===== config.mk =====
export PLATFORM = sky130hd
export DESIGN_NAME = pipeline_sequencer
export DESIGN_NICKNAME = d
export VERILOG_FILES = /design/src/rtl/legv8_pkg.sv /design/src/rtl/src_decode.sv /design/src/rtl/pipeline_sequencer.sv
export SDC_FILE = /design/constraint.sdc
export NUM_CORES = 1
export LEC_CHECK = 0
export CORE_AREA = 2 2 77 79
export CTS_CLUSTER_DIAMETER = 80
export CTS_CLUSTER_SIZE = 30
export DETAILED_ROUTE_END_ITERATION = 10
export DIE_AREA = 0 0 79 81
export PLACE_DENSITY = 0.76
export SLEW_MARGIN = 5
export SYNTH_ARGS = -nofsm -noshare
export SYNTH_HDL_FRONTEND = slang
export SYNTH_SLANG_ARGS = --single-unit

===== constraint.sdc =====
create_clock -name clk -period 2.83 [get_ports clk]
set_clock_uncertainty 0.1 [all_clocks]
set_input_delay 0.566 -clock clk [delete_from_list [all_inputs] [get_ports clk]]
set_output_delay 0.566 -clock clk [all_outputs]
set_load 0.03 [all_outputs]

===== src/rtl/legv8_pkg.sv =====
// Shared definitions for the LEGv8 pipeline sequencer: FSM encoding,
// zero-register index, stage-valid bit positions and source-use opcode patterns.
package legv8_pkg;

  typedef enum logic [1:0] {
    ST_HOLD  = 2'd0,
    ST_RUN   = 2'd1,
    ST_STALL = 2'd2,
    ST_FLUSH = 2'd3
  } seq_state_t;

  localparam logic [4:0] XZR = 5'd31;

  localparam int SV_ID  = 0;
  localparam int SV_EX  = 1;
  localparam int SV_MEM = 2;
  localparam int SV_WB  = 3;

  // R-format ALU ops: 1xx0101x000
  localparam logic [10:0] OP_RFMT_VAL  = 11'b10001010000;
  localparam logic [10:0] OP_RFMT_MASK = 11'b10011110111;
  localparam logic [10:0] OP_LDUR      = 11'b11111000010;
  localparam logic [10:0] OP_STUR      = 11'b11111000000;
  // CBZ: 10110100xxx
  localparam logic [10:0] OP_CBZ_VAL   = 11'b10110100000;
  localparam logic [10:0] OP_CBZ_MASK  = 11'b11111111000;

  function automatic logic op_match(input logic [10:0] op,
                                    input logic [10:0] val,
                                    input logic [10:0] mask);
    return (op & mask) == val;
  endfunction

endpackage


===== src/rtl/src_decode.sv =====
// Decodes which source register fields the IF/ID instruction actually reads.
module src_decode
  import legv8_pkg::*;
(
  input  logic [10:0] opcode,
  output logic        use_rn,
  output logic        use_rm,
  output logic        use_rt
);

  // pure opcode-pattern decode; unmatched opcodes read no registers
  always_comb begin
    use_rn = 1'b0;
    use_rm = 1'b0;
    use_rt = 1'b0;
    if (op_match(opcode, OP_RFMT_VAL, OP_RFMT_MASK)) begin
      use_rn = 1'b1;
      use_rm = 1'b1;
    end else if (opcode == OP_LDUR) begin
      use_rn = 1'b1;
    end else if (opcode == OP_STUR) begin
      use_rn = 1'b1;
      use_rt = 1'b1;
    end else if (op_match(opcode, OP_CBZ_VAL, OP_CBZ_MASK)) begin
      use_rt = 1'b1;
    end
  end

endmodule


===== src/rtl/pipeline_sequencer.sv =====
// Pipeline control sequencer: load-use stall and taken-branch flush.
//
//   state | meaning
//   HOLD  | post-reset, all enables off, moves to RUN next cycle
//   RUN   | normal flow; hazard -> STALL, taken branch -> FLUSH
//   STALL | one cycle after a load-use bubble, RUN outputs
//   FLUSH | one cycle after a branch flush, MEM branch ignored
module pipeline_sequencer
  import legv8_pkg::*;
#(
  parameter int         CNT_W = 16,
  parameter logic [4:0] XZR   = legv8_pkg::XZR
) (
  input  logic             clk,
  input  logic             rst,
  input  logic             imem_ready,
  input  logic [10:0]      id_opcode,
  input  logic [4:0]       id_rn,
  input  logic [4:0]       id_rm,
  input  logic [4:0]       id_rt,
  input  logic             ex_memread,
  input  logic [4:0]       ex_rd,
  input  logic             mem_branch_taken,
  output logic             pc_write,
  output logic             ifid_write,
  output logic             ifid_flush,
  output logic             idex_bubble,
  output logic             exmem_flush,
  output logic [3:0]       stage_valid,
  output logic [1:0]       state,
  output logic [CNT_W-1:0] stall_cnt,
  output logic [CNT_W-1:0] flush_cnt
);

  seq_state_t state_q, state_d;
  logic use_rn, use_rm, use_rt;
  logic src_match, hazard, branch;

  src_decode u_src_decode (
    .opcode (id_opcode),
    .use_rn (use_rn),
    .use_rm (use_rm),
    .use_rt (use_rt)
  );

  assign src_match = (use_rn && (ex_rd == id_rn)) ||
                     (use_rm && (ex_rd == id_rm)) ||
                     (use_rt && (ex_rd == id_rt));
  assign hazard = ex_memread && stage_valid[SV_EX] && stage_valid[SV_ID] &&
                  (ex_rd != XZR) && src_match;
  // FLUSH holds a bubble in EX/MEM, so a branch seen there is stale
  assign branch = mem_branch_taken && (state_q == ST_RUN || state_q == ST_STALL);
  assign state  = state_q;

  // state register
  always_ff @(posedge clk) begin
    if (rst) state_q <= ST_HOLD;
    else     state_q <= state_d;
  end

  // next-state: branch beats hazard
  always_comb begin
    state_d = state_q;
    case (state_q)
      ST_HOLD:  state_d = ST_RUN;
      ST_RUN:   state_d = branch ? ST_FLUSH : (hazard ? ST_STALL : ST_RUN);
      ST_STALL: state_d = branch ? ST_FLUSH : ST_RUN;
      ST_FLUSH: state_d = ST_RUN;
    endcase
  end

  // outputs: reset and HOLD keep everything low; hazard outranks imem_ready
  always_comb begin
    pc_write    = 1'b0;
    ifid_write  = 1'b0;
    ifid_flush  = 1'b0;
    idex_bubble = 1'b0;
    exmem_flush = 1'b0;
    if (!rst && state_q != ST_HOLD) begin
      if (branch) begin
        pc_write    = 1'b1;
        ifid_flush  = 1'b1;
        idex_bubble = 1'b1;
        exmem_flush = 1'b1;
      end else if (hazard) begin
        idex_bubble = 1'b1;
      end else begin
        pc_write   = imem_ready;
        ifid_write = imem_ready;
        ifid_flush = ~imem_ready;
      end
    end
  end

  // stage valid bits follow the pipeline register enables and flushes
  always_ff @(posedge clk) begin
    if (rst) begin
      stage_valid <= '0;
    end else begin
      stage_valid[SV_ID]  <= ifid_flush ? 1'b0 :
                             (ifid_write ? imem_ready : stage_valid[SV_ID]);
      stage_valid[SV_EX]  <= stage_valid[SV_ID] & ~idex_bubble;
      stage_valid[SV_MEM] <= stage_valid[SV_EX] & ~exmem_flush;
      stage_valid[SV_WB]  <= stage_valid[SV_MEM];
    end
  end

  // saturating event counters; only RUN can start a stall
  always_ff @(posedge clk) begin
    if (rst) begin
      stall_cnt <= '0;
      flush_cnt <= '0;
    end else begin
      if (state_q == ST_RUN && hazard && !branch && stall_cnt != '1)
        stall_cnt <= stall_cnt + CNT_W'(1);
      if (branch && flush_cnt != '1)
        flush_cnt <= flush_cnt + CNT_W'(1);
    end
  end

endmodule


==> impl_metrics.py <==
metrics = {
    "yosys": {
        "ys_ff_latch": 38,
        "synth_area_leaders": "dfxtp_1, xor2_1, xnor2_1, nor2_1, nand4_1",
        "syn_inst": 260,
        "syn_avg_cell_area_sq_um": 8.28,
        "synth.distinct_cells": 43,
        "ys_warn_count": 0,
        "yosysTopAreaCellShare": 0.353,
        "yosysTopAreaCell": "dfxtp_1",
        "yosysSeqAreaShare": 0.353,
        "synth.net_count": 301,
        "syn_area_sq_um": 2150,
    },
    "routing": {
        "wirelength_um": 6840,
        "drt_iter0_drc": 99,
        "drtAntennaViolNets": 0,
        "via_per_inst": 5.05,
        "first_pass_iters": 4,
        "vias": 2374,
        "avgRoutedWirePerCell_um": 14.6,
        "route.detailed.drc": 0,
    },
    "worst_setup_path": {
        "cp.depth": 9,
        "rrSetupSlack_ns": 0.41,
        "cp_slowest_stage_delay_ns": 0.38,
        "crit_end": "idex_bubble",
        "endpoint_kind": "primary output",
        "r2r-start": "state[0]$_SDFF_PP0_",
        "path_class": "in2out",
        "cp_cell_sequence": "dlygate4sd2_1 > xnor2_2 > nand3_2 > nor4_4 > nor3_4 > o21ai_2 > buf_4 > and2_4 > buf_6",
        "cp.arrival_ns": 2.18,
        "critPathMaxFanout": 2,
        "path_buf_inv": 3,
        "crit_slowest_cell": "nor4_4",
        "r2r_cells": 9,
        "cp-startpoint": "id_rt[4]",
        "worstPathRequired_ns": 2.16,
        "reg2reg_to": "stall_cnt[14]$_SDFFE_PP0P_",
        "critPathTopFamily": "simple AND/OR/NAND/NOR gates",
        "startpoint_type": "input pin",
    },
    "placement": {
        "port_buffers": 78,
        "gp_congestion": 0.840,
        "dp_hpwl_um": 4510,
        "pre_cts_ws_ns": -0.774,
    },
    "sta": {
        "final-max-slew-violation-count": 0,
        "finalHoldViolations": 0,
        "worst_slew_pin_slew_ns": 0.715,
        "max-slew-margin-rel": 0.519,
        "fin_crit_sh": 1.01,
        "grt_setup_unrepaired": "true",
        "holdWs_ns": 0.376,
        "fmaxAchievable_ghz": 0.351,
        "period_needed_ns": 2.85,
        "setup_ws_ns": -0.0181,
        "finalSetupViolCount": 3,
    },
    "finish": {
        "final_cell_mix": "buf_4, clkdlybuf4s50_1, dfxtp_1",
        "fill_cells": 478,
        "layout_commonest_cell": "buf_4",
        "drive_gt1_frac": 0.299,
        "syn_to_final_growth_pct": 73.3,
        "nets": 435,
        "diodes": 0,
    },
    "floorplan": {
        "rows": 28,
        "ios": 79,
        "start_util": 0.379,
        "die_w_um": 79,
        "die-area_sq_um": 6400,
        "core-area_sq_um": 5680,
        "die_y_um": 81,
    },
    "pwr": {
        "combPwrFrac": 0.192,
        "power.leakage_nw": 1.43,
        "pwr-share-seq": 0.401,
        "p_switching_w": 0.000325,
        "swShare": 0.240,
        "ir_worst_vdd_v": 0.000218,
        "clockPowerShare": 0.408,
        "intPower_w": 0.00103,
        "power_density_nw_per_um2": 363,
    },
    "clock_tree": {
        "cts_sinks": 38,
        "clk_path_buf_depth": 2,
        "clk_latency_ns": 0.29,
        "numCtsBuffers": 5,
        "cts_max_level": 2,
        "clkTransAtPathRegs_ns": 0.08,
        "cts_tree": "done",
        "cts-root-buf": "clkbuf_8",
    },
    "grt": {
        "antenna_found_initial": 0,
        "grt_first_pass_wirelength_um": 10600,
        "track_usage": 0.210,
        "grt_max_degree": 41,
        "grt_remaining_overflow": 0,
        "grt_pass1_vias": 2341,
    },
    "hold_path": {
        "holdCritStartpoint": "stage_valid[2]$_SDFF_PP0_",
        "hp-class": "reg2reg",
    },
    "run": {
        "cap_violations": 0,
    },
    "status": {
        "status": "finished, violations left",
        "violations": "setup timing",
    },
}
[power groups by stage]
stage	sequential (W)	clock [W]	combinational [W]
final	0.000543	0.000553	0.000260
after CTS	0.000543	0.000568	0.000238
after detailed placement	0.000556	0	0.000190
after floorplan	0.000565	0	0.0000709
after global routing	0.000544	0.000587	0.000275
after global placement	0.000556	0	0.000187
[routing by layer]
metal | global-route usage | up-vias | routed length [um]
met3 | 0.0411 | 14 | 264
met2 | 0.394 | 63 | 3660
met5 | 0 | - | 0
li1 | - | 1206 | -
met4 | 0.0724 | 0 | 153
met1 | 0.237 | 1091 | 2760
[worst min-delay path by stage]
stage                     slack, ns  depth (start not counted)                         to
after CTS                      0.38                          1  stage_valid[3]$_SDFF_PP0_
after floorplan                0.49                          2  stage_valid[1]$_SDFF_PP0_
after global routing           0.40                          1  stage_valid[3]$_SDFF_PP0_
after detailed placement       0.36                          1  stage_valid[3]$_SDFF_PP0_
final                          0.38                          1  stage_valid[3]$_SDFF_PP0_
after global placement         0.36                          1  stage_valid[3]$_SDFF_PP0_
[flip-flops by register name (all words and copies together), names as in the netlist]
register and count:
flush_cnt 16, stage_valid 4, stall_cnt 16, state 2
[through the flow]
stage | power [W] | TNS (ns) | utilization | cell area [sq um] | instances
after floorplan | 0.000636 | 0 | - | 2160 | 260
after global placement | 0.000743 | -2.38 | 0.569 | 3230 | 437
after detailed placement | 0.000746 | -3.73 | 0.569 | 3230 | 437
after CTS | 0.00135 | -0.00196 | 0.645 | 3660 | 466
after global routing | 0.00141 | -0.342 | 0.658 | 3730 | 470
final | 0.00136 | -0.0213 | 0.658 | 3730 | 470
[cells in the mapped netlist, drive strengths merged]
| library cell | instances |
|---|---|
| dfxtp | 38 |
| nor2 | 30 |
| nand2 | 20 |
| xor2 | 17 |
| nand4 | 16 |
| a21oi | 15 |
| xnor2 | 14 |
| o21ai | 13 |
| nand3 | 12 |
| or3 | 10 |
| inv | 7 |
| nor3 | 7 |
| nor4 | 7 |
| ha | 5 |
| clkbuf | 4 |
| nor2b | 4 |
| nor3b | 4 |
| o31ai | 4 |
| and3 | 3 |
| nand2b | 3 |
| or4 | 3 |
| a21boi | 2 |
| a32oi | 2 |
| and2 | 2 |
| buf | 2 |
| mux2 | 2 |
| nand4b | 2 |
| o21bai | 2 |
| a2111oi | 1 |
| a211oi | 1 |
| a221oi | 1 |
| and4 | 1 |
| mux2i | 1 |
| o211ai | 1 |
| o21ba | 1 |
| o311ai | 1 |
| o31a | 1 |
| or2 | 1 |
[cell families (layout without fill, tap and decap cells)]
logic type / after synthesis / after routing / synth area share
fa+ha+maj: 5 / 5 / 0.0291
xor+xnor: 31 / 31 / 0.126
flops: 38 / 38 / 0.353
buf+inv: 13 / 148 / 0.0238
simple gates: 125 / 125 / 0.312
compound gates: 45 / 45 / 0.141
mux: 3 / 3 / 0.0151
[layout make-up]
type | count | area [sq um] | area share
Tap cell | 75 | 93.8 | 0.0251
Multi-Input combinational cell | 209 | 1580 | 0.424
Timing Repair Buffer | 133 | 1130 | 0.303
Clock inverter | 3 | 68.8 | 0.0184
Clock buffer | 5 | 68.8 | 0.0184
Sequential cell | 38 | 761 | 0.204
Inverter | 7 | 26.3 | 0.00704
[worst reg2reg max path, delay by kind of cell (launching register included)]
kind / cells / cell delay, ns
AND/OR/NAND/NOR: 2 / 0.59
AO/OA/AOI/OAI: 4 / 0.72
buffers and inverters: 2 / 0.24
adder cells (fa/ha/maj): 1 / 0.34
flip-flops: 1 / 0.36
[what timing repair did]
action                                 in CTS  in global routing
gates cloned                                0                  0
gates resized for setup                   102                 26
endpoints found under the hold margin       0                  0
pin swaps                                  23                 20
buffers inserted                           21                  4
hold buffers                                0                  0
setup endpoints to repair                   4                  9
Power figures use the tool's default switching activity.
